<file path="src/rtl/sdram_copy_csr.sv">
// Avalon-MM register front-end for the sdram_master word-copy engine.
// Holds job parameters, launches the engine and tracks completion, status and statistics.
module sdram_copy_csr #(
   parameter int unsigned CNT_W = 32
) (
   input  logic        clk,
   input  logic        rst_n,
   input  logic [2:0]  slave_address,
   input  logic        slave_read,
   input  logic        slave_write,
   input  logic [31:0] slave_writedata,
   output logic [31:0] slave_readdata,
   output logic        slave_waitrequest,
   output logic [31:0] dest_addr,
   output logic [31:0] src_addr,
   output logic [31:0] num_words,
   output logic        enable,
   input  logic        copying,
   output logic        irq
);

   typedef enum logic [1:0] {StIdle, StKick, StAck, StRun} state_e;

   localparam logic [CNT_W-1:0] CntOne = {{(CNT_W-1){1'b0}}, 1'b1};

   state_e             state_q, state_d;
   logic [31:0]        dest_q, dest_d, src_q, src_d, numw_q, numw_d;
   logic               done_q, done_d, err_q, err_d, irq_en_q, irq_en_d;
   logic [CNT_W-1:0]   cycles_q, cycles_d, jobs_q, jobs_d;
   logic               rd_pend_q, rd_pend_d;
   logic [31:0]        rdata_q, rdata_d, rd_mux;

   logic busy, wr_ctrl, wr_param, start, clr, kick, zero_job, job_end, rd_req;

   assign busy     = (state_q != StIdle);
   assign wr_ctrl  = slave_write && (slave_address == 3'd0);
   assign wr_param = slave_write && (slave_address >= 3'd1) && (slave_address <= 3'd3);
   assign start    = wr_ctrl && slave_writedata[0];
   assign clr      = wr_ctrl && slave_writedata[1];
   assign kick     = !busy && start && (numw_q != 32'd0);
   // The engine always copies at least one word, so an empty job completes without it.
   assign zero_job = !busy && start && (numw_q == 32'd0);
   assign job_end  = (state_q == StRun) && !copying;
   assign rd_req   = slave_read && !slave_write;

   always_ff @(posedge clk) begin
      if (!rst_n) begin
         state_q <= StIdle;
      end else begin
         state_q <= state_d;
      end
   end

   always_comb begin
      state_d = state_q;
      unique case (state_q)
         StIdle: if (kick) state_d = StKick;
         StKick: state_d = StAck;
         StAck:  if (copying) state_d = StRun;
         StRun:  if (!copying) state_d = StIdle;
      endcase
   end

   always_comb begin
      enable = (state_q == StKick);
   end

   always_comb begin
      dest_d = dest_q;
      src_d  = src_q;
      numw_d = numw_q;
      if (slave_write && !busy) begin
         case (slave_address)
            3'd1:    dest_d = slave_writedata;
            3'd2:    src_d  = slave_writedata;
            3'd3:    numw_d = slave_writedata;
            default: ;
         endcase
      end
      // Clear takes effect before any set in the same cycle.
      done_d   = clr ? 1'b0 : done_q;
      err_d    = clr ? 1'b0 : err_q;
      irq_en_d = wr_ctrl ? slave_writedata[2] : irq_en_q;
      if (busy && (start || wr_param)) err_d = 1'b1;
      if (zero_job || job_end) done_d = 1'b1;
      jobs_d = (zero_job || job_end) ? jobs_q + CntOne : jobs_q;
      cycles_d = cycles_q;
      if (kick) begin
         cycles_d = '0;
      end else if (busy && !job_end && (cycles_q != '1)) begin
         cycles_d = cycles_q + CntOne;
      end
   end

   always_comb begin
      case (slave_address)
         3'd0:    rd_mux = {28'd0, irq_en_q, err_q, done_q, busy};
         3'd1:    rd_mux = dest_q;
         3'd2:    rd_mux = src_q;
         3'd3:    rd_mux = numw_q;
         3'd4:    rd_mux = 32'(cycles_q);
         3'd5:    rd_mux = 32'(jobs_q);
         default: rd_mux = 32'd0;
      endcase
      rd_pend_d = rd_req && !rd_pend_q;
      rdata_d   = rd_pend_d ? rd_mux : rdata_q;
   end

   always_ff @(posedge clk) begin
      if (!rst_n) begin
         dest_q    <= '0;
         src_q     <= '0;
         numw_q    <= '0;
         done_q    <= 1'b0;
         err_q     <= 1'b0;
         irq_en_q  <= 1'b0;
         cycles_q  <= '0;
         jobs_q    <= '0;
         rd_pend_q <= 1'b0;
         rdata_q   <= '0;
      end else begin
         dest_q    <= dest_d;
         src_q     <= src_d;
         numw_q    <= numw_d;
         done_q    <= done_d;
         err_q     <= err_d;
         irq_en_q  <= irq_en_d;
         cycles_q  <= cycles_d;
         jobs_q    <= jobs_d;
         rd_pend_q <= rd_pend_d;
         rdata_q   <= rdata_d;
      end
   end

   assign slave_waitrequest = rd_req && !rd_pend_q;
   assign slave_readdata    = rdata_q;
   assign dest_addr         = dest_q;
   assign src_addr          = src_q;
   assign num_words         = numw_q;
   assign irq               = done_q && irq_en_q;

endmodule
</file>
<file path="config.mk">
export PLATFORM = sky130hd
export DESIGN_NAME = sdram_copy_csr
export DESIGN_NICKNAME = d
export VERILOG_FILES = /design/src/rtl/sdram_copy_csr.sv
export SDC_FILE = /design/constraint.sdc
export NUM_CORES = 1
export LEC_CHECK = 0
export CAP_MARGIN = 5
export CORE_MARGIN = 1
export CORE_UTILIZATION = 59
export CTS_BUF_LIST = sky130_fd_sc_hd__clkbuf_2 sky130_fd_sc_hd__clkbuf_4 sky130_fd_sc_hd__clkbuf_8
export CTS_CLUSTER_SIZE = 10
export DETAILED_ROUTE_END_ITERATION = 8
export GPL_TIMING_DRIVEN = 0
export HOLD_SLACK_MARGIN = 0.05
export PLACE_DENSITY_LB_ADDON = 0.08
export SLEW_MARGIN = 20
export SYNTH_ARGS = -nofsm -noshare
export SYNTH_HDL_FRONTEND = slang
export SYNTH_SLANG_ARGS = --single-unit
export TNS_END_PERCENT = 50
</file>
<file path="constraint.sdc">
create_clock -name clk -period 3.75 [get_ports clk]
set_input_delay 1.125 -clock clk [delete_from_list [all_inputs] [get_ports clk]]
set_output_delay 1.125 -clock clk [all_outputs]
set_load 0.01 [all_outputs]
</file>
Word level (Yosys, flattened, before mapping)
Index checks and enable logic that the tools add are counted.

Register bits after elaboration: 198. Output and inout port bits: 131.

Reduce and logical (&&, ||, !) cells: 35. Mux-type cells: 8. Eq/ne operators: 12. Bitwise logic cells: 1. $add $sub $neg: 2. Magnitude comparators: 2.

Operator list (count): 32-bit one-hot mux with 6 select lines (1); 32-bit by 1-bit adder with 32-bit output, second input constant (2); 32-bit zero test (1); 32-bit != test, second input constant (1); 32-bit nonzero test (1); 1-bit logical AND (16); 2-bit one-hot mux with 4 select lines (1); 3-bit by 2-bit == test with 1-bit output, second input constant (2); 3-bit == test, second input constant (2); 2-bit 2-to-1 mux (3); 2-bit != test, second input constant (3); 2-bit AND reduction (3); 2-bit nonzero test (3); 1-bit zero test (5); 2-bit == test, second input constant (2); 3-bit by 1-bit == test with 1-bit output, second input constant (1); 3-bit by 1-bit >= comparator with 1-bit output, second input constant (1); 3-bit by 2-bit <= comparator with 1-bit output, second input constant (1); 3-bit zero test (1); 1-bit 2-to-1 mux (3); 3-bit AND reduction (1); 2-bit by 1-bit == test with 1-bit output, second input constant (1); 2-bit zero test (1); 1-bit logical OR (2); 2 further kinds (2).

Depth between registers and ports, before layout
Gate-level depths: netlist of run 1.

Depth after elaboration: 7. Depth in mapped cells: 11.

Worst setup path after synthesis of run 1
OpenSTA, ideal clock, no wires.

Path type: input-to-output. Start: in slave_write. End: out slave_waitrequest. Setup slack: 0.780 ns. Arrival: 1.845 ns. Required time: 2.625 ns. Path buffers: 1. Stages: 3. Cell sequence: or3b_2 clkbuf_1 clkinv_1.

Longest elaborated chain between the ends: 3.

RTL lines: from (decl) (line 10) `input logic slave_write,`; 1-bit zero test (line 44) `assign rd_req = slave_read && !slave_write;`; 1-bit logical AND (line 44); 1-bit logical AND (line 135) `assign slave_waitrequest = rd_req && !rd_pend_q;`; to (decl) (line 13) `output logic slave_waitrequest,`.

No other way between the ends.

Final worst setup path of run 1
Start: in slave_read. End: out slave_waitrequest.

Longest elaborated chain between the ends: 2.

RTL lines: from (decl) (line 9) `input logic slave_read,`; 1-bit logical AND (line 44); 1-bit logical AND (line 135).

No other way between the ends.

==> results.sh, run 1 <==
export IMPL_drt_iter0_markers=1237
export IMPL_start_util_pct=60.6
export IMPL_die_w_um=127
export IMPL_clk_insertion_delay_late_ps=490
export IMPL_fin_crit_ps=3730
export IMPL_path_clk_slew_ps=100
export IMPL_hpwl_um=24900
export IMPL_hold_viol_final=0
export IMPL_syn_avg_cell_area_um2=8.07
export IMPL_power_density_mw_per_mm2=376
export IMPL_drt_total_wl_um=32900
export IMPL_slew_violations=0
export IMPL_area_delta_synth_final_pct=25.3
export IMPL_layout_nets=1376
export IMPL_die_area_mm2=0.0161
export IMPL_antenna_cells=0
export IMPL_grt_setup_unrepaired="false"
export IMPL_start_kind="primary input"
export IMPL_grt_pass1_vias=8926
export IMPL_synth_fp_nets=1188
export IMPL_required_ps=2620
export IMPL_irDropWorstVdd_v=0.000319
export IMPL_port_buffers=168
export IMPL_core_mm2=0.0152
export IMPL_async_flop_share_pct=0
export IMPL_floorplan_io_pins=171
export IMPL_cts_root_buf="clkbuf_8"
export IMPL_status="finished, final reports clean"
export IMPL_period_share_pct=99.4
export IMPL_placementRows=45
export IMPL_cts_buffers=17
export IMPL_route_detailed_drc=0
export IMPL_grt_max_degree=19
export IMPL_antenna_found_initial=0
export IMPL_layout_common_cells="228 x nand2_1, 198 x dfxtp_1, 185 x a21oi_1"
export IMPL_gp_congestion=0.991
export IMPL_path_class="primary input to output port"
export IMPL_grt_overflow=0
export IMPL_final_setup_viol_count=0
export IMPL_synth_flop_cell="dfxtp_1"
export IMPL_cap_violations=0
export IMPL_grt_pass1_wl_um=49900
export IMPL_drive_gt1_share_pct=4.62
export IMPL_yosys_warnings=0
export IMPL_critPathArrivalTime_ps=2600
export IMPL_synth_seq_area_share_pct=43.0
export IMPL_max_freq_mhz=268
export IMPL_synth_edf_count=0
export IMPL_die_h_um=127
export IMPL_post_drt_wl_per_cell_um=21.5
export IMPL_r2r_cells=11
export IMPL_setup_slack_ps=22.2
export IMPL_vias_per_cell=6.57
export IMPL_clk_path_buf_depth=2
export IMPL_clock_sinks=198
export IMPL_final_common_cell="nand2_1"
export IMPL_dp_slack_ps=-375
export IMPL_whs_ps=479
export IMPL_p_leak_nw=3.65
export IMPL_synthesis_area_mm2=0.00922
export IMPL_slew_headroom_pct=27.4
export IMPL_syn_inst=1142
export IMPL_drtAntennaViolNets=0
export IMPL_worst_setup_path_end_kind="output port"
export IMPL_hold_path_class="flop to flop"
export IMPL_ys_seq_elements=198
export IMPL_first_pass_iters=7
export IMPL_ys_types=53
export IMPL_via_count=10100
export IMPL_fill_cells=1170
export IMPL_cts_htree_levels=4
export IMPL_gr_usage_all_layers_pct=40.6
export IMPL_worstPathMaxFanout=2
export IMPL_cts_tree="built"
export IMPL_tightest_slew_ps=1090
export IMPL_finClkSkew_ps=15.2
export IMPL_min_path_cells=2
==> critical path: stages <==
cell and delay [ps]:
clkdlybuf4s50_1 470, or3b_4 390, clkinv_2 90, clkdlybuf4s50_1 530
==> cell usage after synthesis (2+ instances only) <==
library cell / n / area (um2)
a21oi_1: 185 / 926
a221oi_1: 30 / 263
a22oi_1: 32 / 240
a2bb2oi_1: 27 / 236
and2_1: 4 / 25.0
and3_1: 3 / 18.8
and4_1: 8 / 70.1
buf_1: 10 / 37.5
buf_2: 5 / 25.0
clkbuf_1: 77 / 289
dfxtp_1: 198 / 3960
ha_1: 6 / 75.1
inv_1: 10 / 37.5
mux2_2: 7 / 78.8
mux2i_1: 32 / 320
nand2_1: 228 / 856
nand2b_1: 4 / 25.0
nand3_1: 26 / 130
nand3b_1: 2 / 15.0
nand4_1: 15 / 93.8
nor2_1: 48 / 180
nor2b_1: 6 / 37.5
nor3_1: 10 / 50.1
nor4_1: 15 / 93.8
o21a_1: 2 / 15.0
o21ai_0: 23 / 115
o221ai_1: 3 / 26.3
o31ai_1: 38 / 285
o41ai_1: 2 / 17.5
or2_2: 3 / 18.8
or3_1: 20 / 125
or3b_2: 2 / 17.5
or4_1: 39 / 293
or4b_2: 2 / 20.0
xor2_1: 2 / 17.5
==> what timing repair did <==
item / CTS / global route
setup endpoints to repair: 1 / 1
buffers inserted: 2 / 0
gates resized for setup: 2 / 1
pin swaps: 1 / 0
hold buffers: 0 / 0
==> registers in the layout, indices dropped and copies added (netlist names) <==
register	flops
cycles_q	32
done_q	1
irq_en_q	1
err_q	1
rd_pend_q	1
dest_addr	32
slave_readdata	32
num_words	32
src_addr	32
state_q	2
jobs_q	32
==> metal layers <==
| layer | GRT usage (%) | vias up | share of wire (%) |
|---|---|---|---|
| met1 | 53.7 | 4656 | 38 |
| met5 | 0 | - | 0 |
| met2 | 65.0 | 704 | 46 |
| met4 | 16.4 | 0 | 4.1 |
| li1 | - | 4563 | - |
| met3 | 8.38 | 132 | 12 |
==> cell families (layout without fill, tap and decap cells) <==
| kind of cell | count (synthesis) | in the layout | synth area share [%] |
|---|---|---|---|
| compound gates | 349 | 349 | 23.7 |
| xor+xnor | 2 | 2 | 0.190 |
| fa+ha+maj | 6 | 6 | 0.815 |
| buf+inv | 105 | 306 | 4.43 |
| flops | 198 | 198 | 43.0 |
| mux | 40 | 40 | 4.58 |
| simple gates | 442 | 442 | 23.3 |
==> power breakdown <==
| group | total (mW) | internal [mW] | leakage, nW | switching (mW) |
|---|---|---|---|---|
| registers | 2.23 | 2.16 | 1.60 | 0.0663 |
| logic | 0.674 | 0.270 | 1.84 | 0.404 |
| clock network | 1.44 | 0.618 | 0.205 | 0.825 |
| total | 4.35 | 3.05 | 3.65 | 1.30 |
==> through the flow <==
stage               instance area, um2  power (mW)  setup TNS, ps  cells  util [%]
floorplan                         9220        2.63              0   1142         -
global placement                 11100        2.92         -10390   1498      73.2
detailed placement               11100        2.93         -13060   1498      73.2
CTS                              11500        4.31              0   1531      76.0
global route                     11600        4.48              0   1531      76.0
finish                           11600        4.35              0   1531      76.0
==> final timing paths <==
check | from | endpoint | slack (ps)
worst max-delay path | slave_read | slave_waitrequest | 20
worst min-delay path | src_addr[1] | src_addr[1] | 480
worst max register to register | state_q[0] | jobs_q[11] | 510
worst min register to register | src_addr[1] | src_addr[1] | 480
==> layout make-up <==
cell class | instances | area, um2 | share of cell area [%]
repair buffers | 170 | 1700 | 14.7
well taps | 188 | 235 | 2.04
inverters | 12 | 46.3 | 0.401
clock buffers | 18 | 241 | 2.09
flip-flops and latches | 198 | 3960 | 34.3
clock inverters | 14 | 159 | 1.38
multi-input cells | 839 | 4850 | 42.0
plain buffers | 92 | 359 | 3.11
Power figures use the tool's default switching activity.
==> inputs of run 2 (changes only) <==
Settings changed: SETUP_SLACK_MARGIN set to 0.2.
==> run 2 against run 1 <==
Final area barely moved. First-iteration DRC count rose by 5.2%. Register-to-register slack improved by 190 ps. Critical endpoint is now slave_readdata[21]. Largest cell class unchanged. Largest power group unchanged.
==> results.sh, run 2 (synthesis gave the netlist of run 1 again) <==
export IMPL_critPathArrivalTime_ps=3910
export IMPL_intPower_mw=3.05
export IMPL_gp_congestion=0.991
export IMPL_clock_sinks=198
export IMPL_antenna_cells=0
export IMPL_swShare_pct=30.0
export IMPL_clk_insertion_delay_late_ps=500
export IMPL_path_clk_slew_ps=110
export IMPL_final_setup_viol_count=0
export IMPL_setup_tns_ps=0
export IMPL_first_pass_iters=6
export IMPL_port_buffers=168
export IMPL_post_drt_wl_per_cell_um=21.6
export IMPL_grt_pass1_vias=8925
export IMPL_vias_per_cell=6.59
export IMPL_drive_gt1_share_pct=4.99
export IMPL_hold_path_class="flop to flop"
export IMPL_power_density_mw_per_mm2=377
export IMPL_dp_slack_ps=-375
export IMPL_finClkSkew_ps=18.3
export IMPL_period_share_pct=94.1
export IMPL_fill_cells=1166
export IMPL_grt_setup_unrepaired="true"
export IMPL_switching_power_mw=1.31
export IMPL_die_area_mm2=0.0161
export IMPL_max_freq_mhz=283
export IMPL_slew_headroom_pct=22.8
export IMPL_drt_iter0_markers=1301
export IMPL_totalPowerFinal_mw=4.36
export IMPL_cts_tree="built"
export IMPL_drtAntennaViolNets=0
export IMPL_grt_pass1_wl_um=50000
export IMPL_gr_usage_all_layers_pct=40.7
export IMPL_irDropWorstVdd_v=0.000325
export IMPL_design_area_mm2=0.0116
export IMPL_p_leak_nw=3.65
export IMPL_cts_htree_levels=4
export IMPL_whs_ps=481
export IMPL_cts_buffers=17
export IMPL_slew_violations=0
export IMPL_worstPathMaxFanout=10
export IMPL_start_kind="primary input"
export IMPL_via_count=10100
export IMPL_layout_nets=1377
export IMPL_required_ps=4140
export IMPL_die_h_um=127
export IMPL_post_dp_cell_area_mm2=0.0111
export IMPL_p_clk_share_pct=33.3
export IMPL_grt_max_degree=19
export IMPL_core_mm2=0.0152
export IMPL_die_w_um=127
export IMPL_start_util_pct=60.6
export IMPL_status="finished, final reports clean"
export IMPL_grt_overflow=0
export IMPL_hpwl_um=24900
export IMPL_cap_violations=0
export IMPL_placementRows=45
export IMPL_clk_path_buf_depth=2
export IMPL_route_detailed_drc=0
export IMPL_final_common_cell="nand2_1"
export IMPL_layout_common_cells="228 x nand2_1, 198 x dfxtp_1, 185 x a21oi_1"
export IMPL_tightest_slew_ps=1160
export IMPL_path_class="primary input to flop"
export IMPL_drt_total_wl_um=33000
export IMPL_hold_viol_final=0
export IMPL_floorplan_io_pins=171
export IMPL_multi_input_area_mm2=0.00485
export IMPL_fin_crit_ps=3530
export IMPL_worst_setup_path_end_kind="flop"
export IMPL_cts_root_buf="clkbuf_8"
export IMPL_setup_slack_ps=222
export IMPL_sequentialPowerShare_pct=51.1
export IMPL_antenna_found_initial=0
export IMPL_area_delta_synth_final_pct=25.5
export IMPL_regArea_mm2=0.00396
export IMPL_pwr_share_comb_pct=15.6
[run 2: changes by cell type in the layout (fill, tap and decap cells not counted), sizes merged]
cell / previous run / this run
clkdlybuf4s50: 167 / 166
dlymetal6s2s: 1 / 0
clkbuf: 94 / 96
dlygate4sd2: 0 / 1
[run 2: what timing repair did]
item	CTS	global route
hold buffers	0	0
resized for setup	10	2
setup endpoints to repair	9	44
buffers inserted	2	0
[run 2: layout make-up]
class,instances,area share (%)
Sequential cell,198,34.3
Tap cell,188,2.03
Multi-Input combinational cell,839,42.0
Timing Repair Buffer,170,14.6
Clock inverter,14,1.37
Clock buffer,18,2.09
Buffer,93,3.25
Inverter,12,0.400
[run 2: critical path, cell delays in order]
cell and delay (ps):
clkdlybuf4s50_1 540, clkbuf_1 570, buf_1 580, mux2i_1 320, a2bb2oi_1 310, a21oi_1 180, a22oi_1 220, nor2_1 60
[run 2: per-stage QoR]
stage / util, % / instances
after floorplan: - / 1142
after global placement: 73.2 / 1498
after detailed placement: 73.2 / 1498
after CTS: 76.0 / 1532
after global routing: 76.1 / 1532
final: 76.1 / 1532
[run 2: per-layer routing]
layer  track usage (%)  up-vias  wire (um)
met3              8.04      124       3630
met2              65.2      693      15100
met4              16.2        0       1400
li1                  -     4570          -
met5                 0        -          0
met1              54.1     4702      12900
[run 2: worst paths after layout]
check | cells past startpoint | start | end | slack (ps)
max | 8 | slave_address[2] | slave_readdata[21] | 220
min reg2reg | 2 | jobs_q[31] | jobs_q[31] | 480
max reg2reg | 11 | state_q[0] | jobs_q[11] | 700
min | 2 | jobs_q[31] | jobs_q[31] | 480
[run 2: power groups by stage]
stage / clock (mW) / combinational [mW] / sequential (mW)
final: 1.45 / 0.678 / 2.23
after global routing: 1.52 / 0.726 / 2.24
after CTS: 1.43 / 0.661 / 2.23
after detailed placement: 0 / 0.655 / 2.28
after global placement: 0 / 0.647 / 2.27
after floorplan: 0 / 0.347 / 2.28
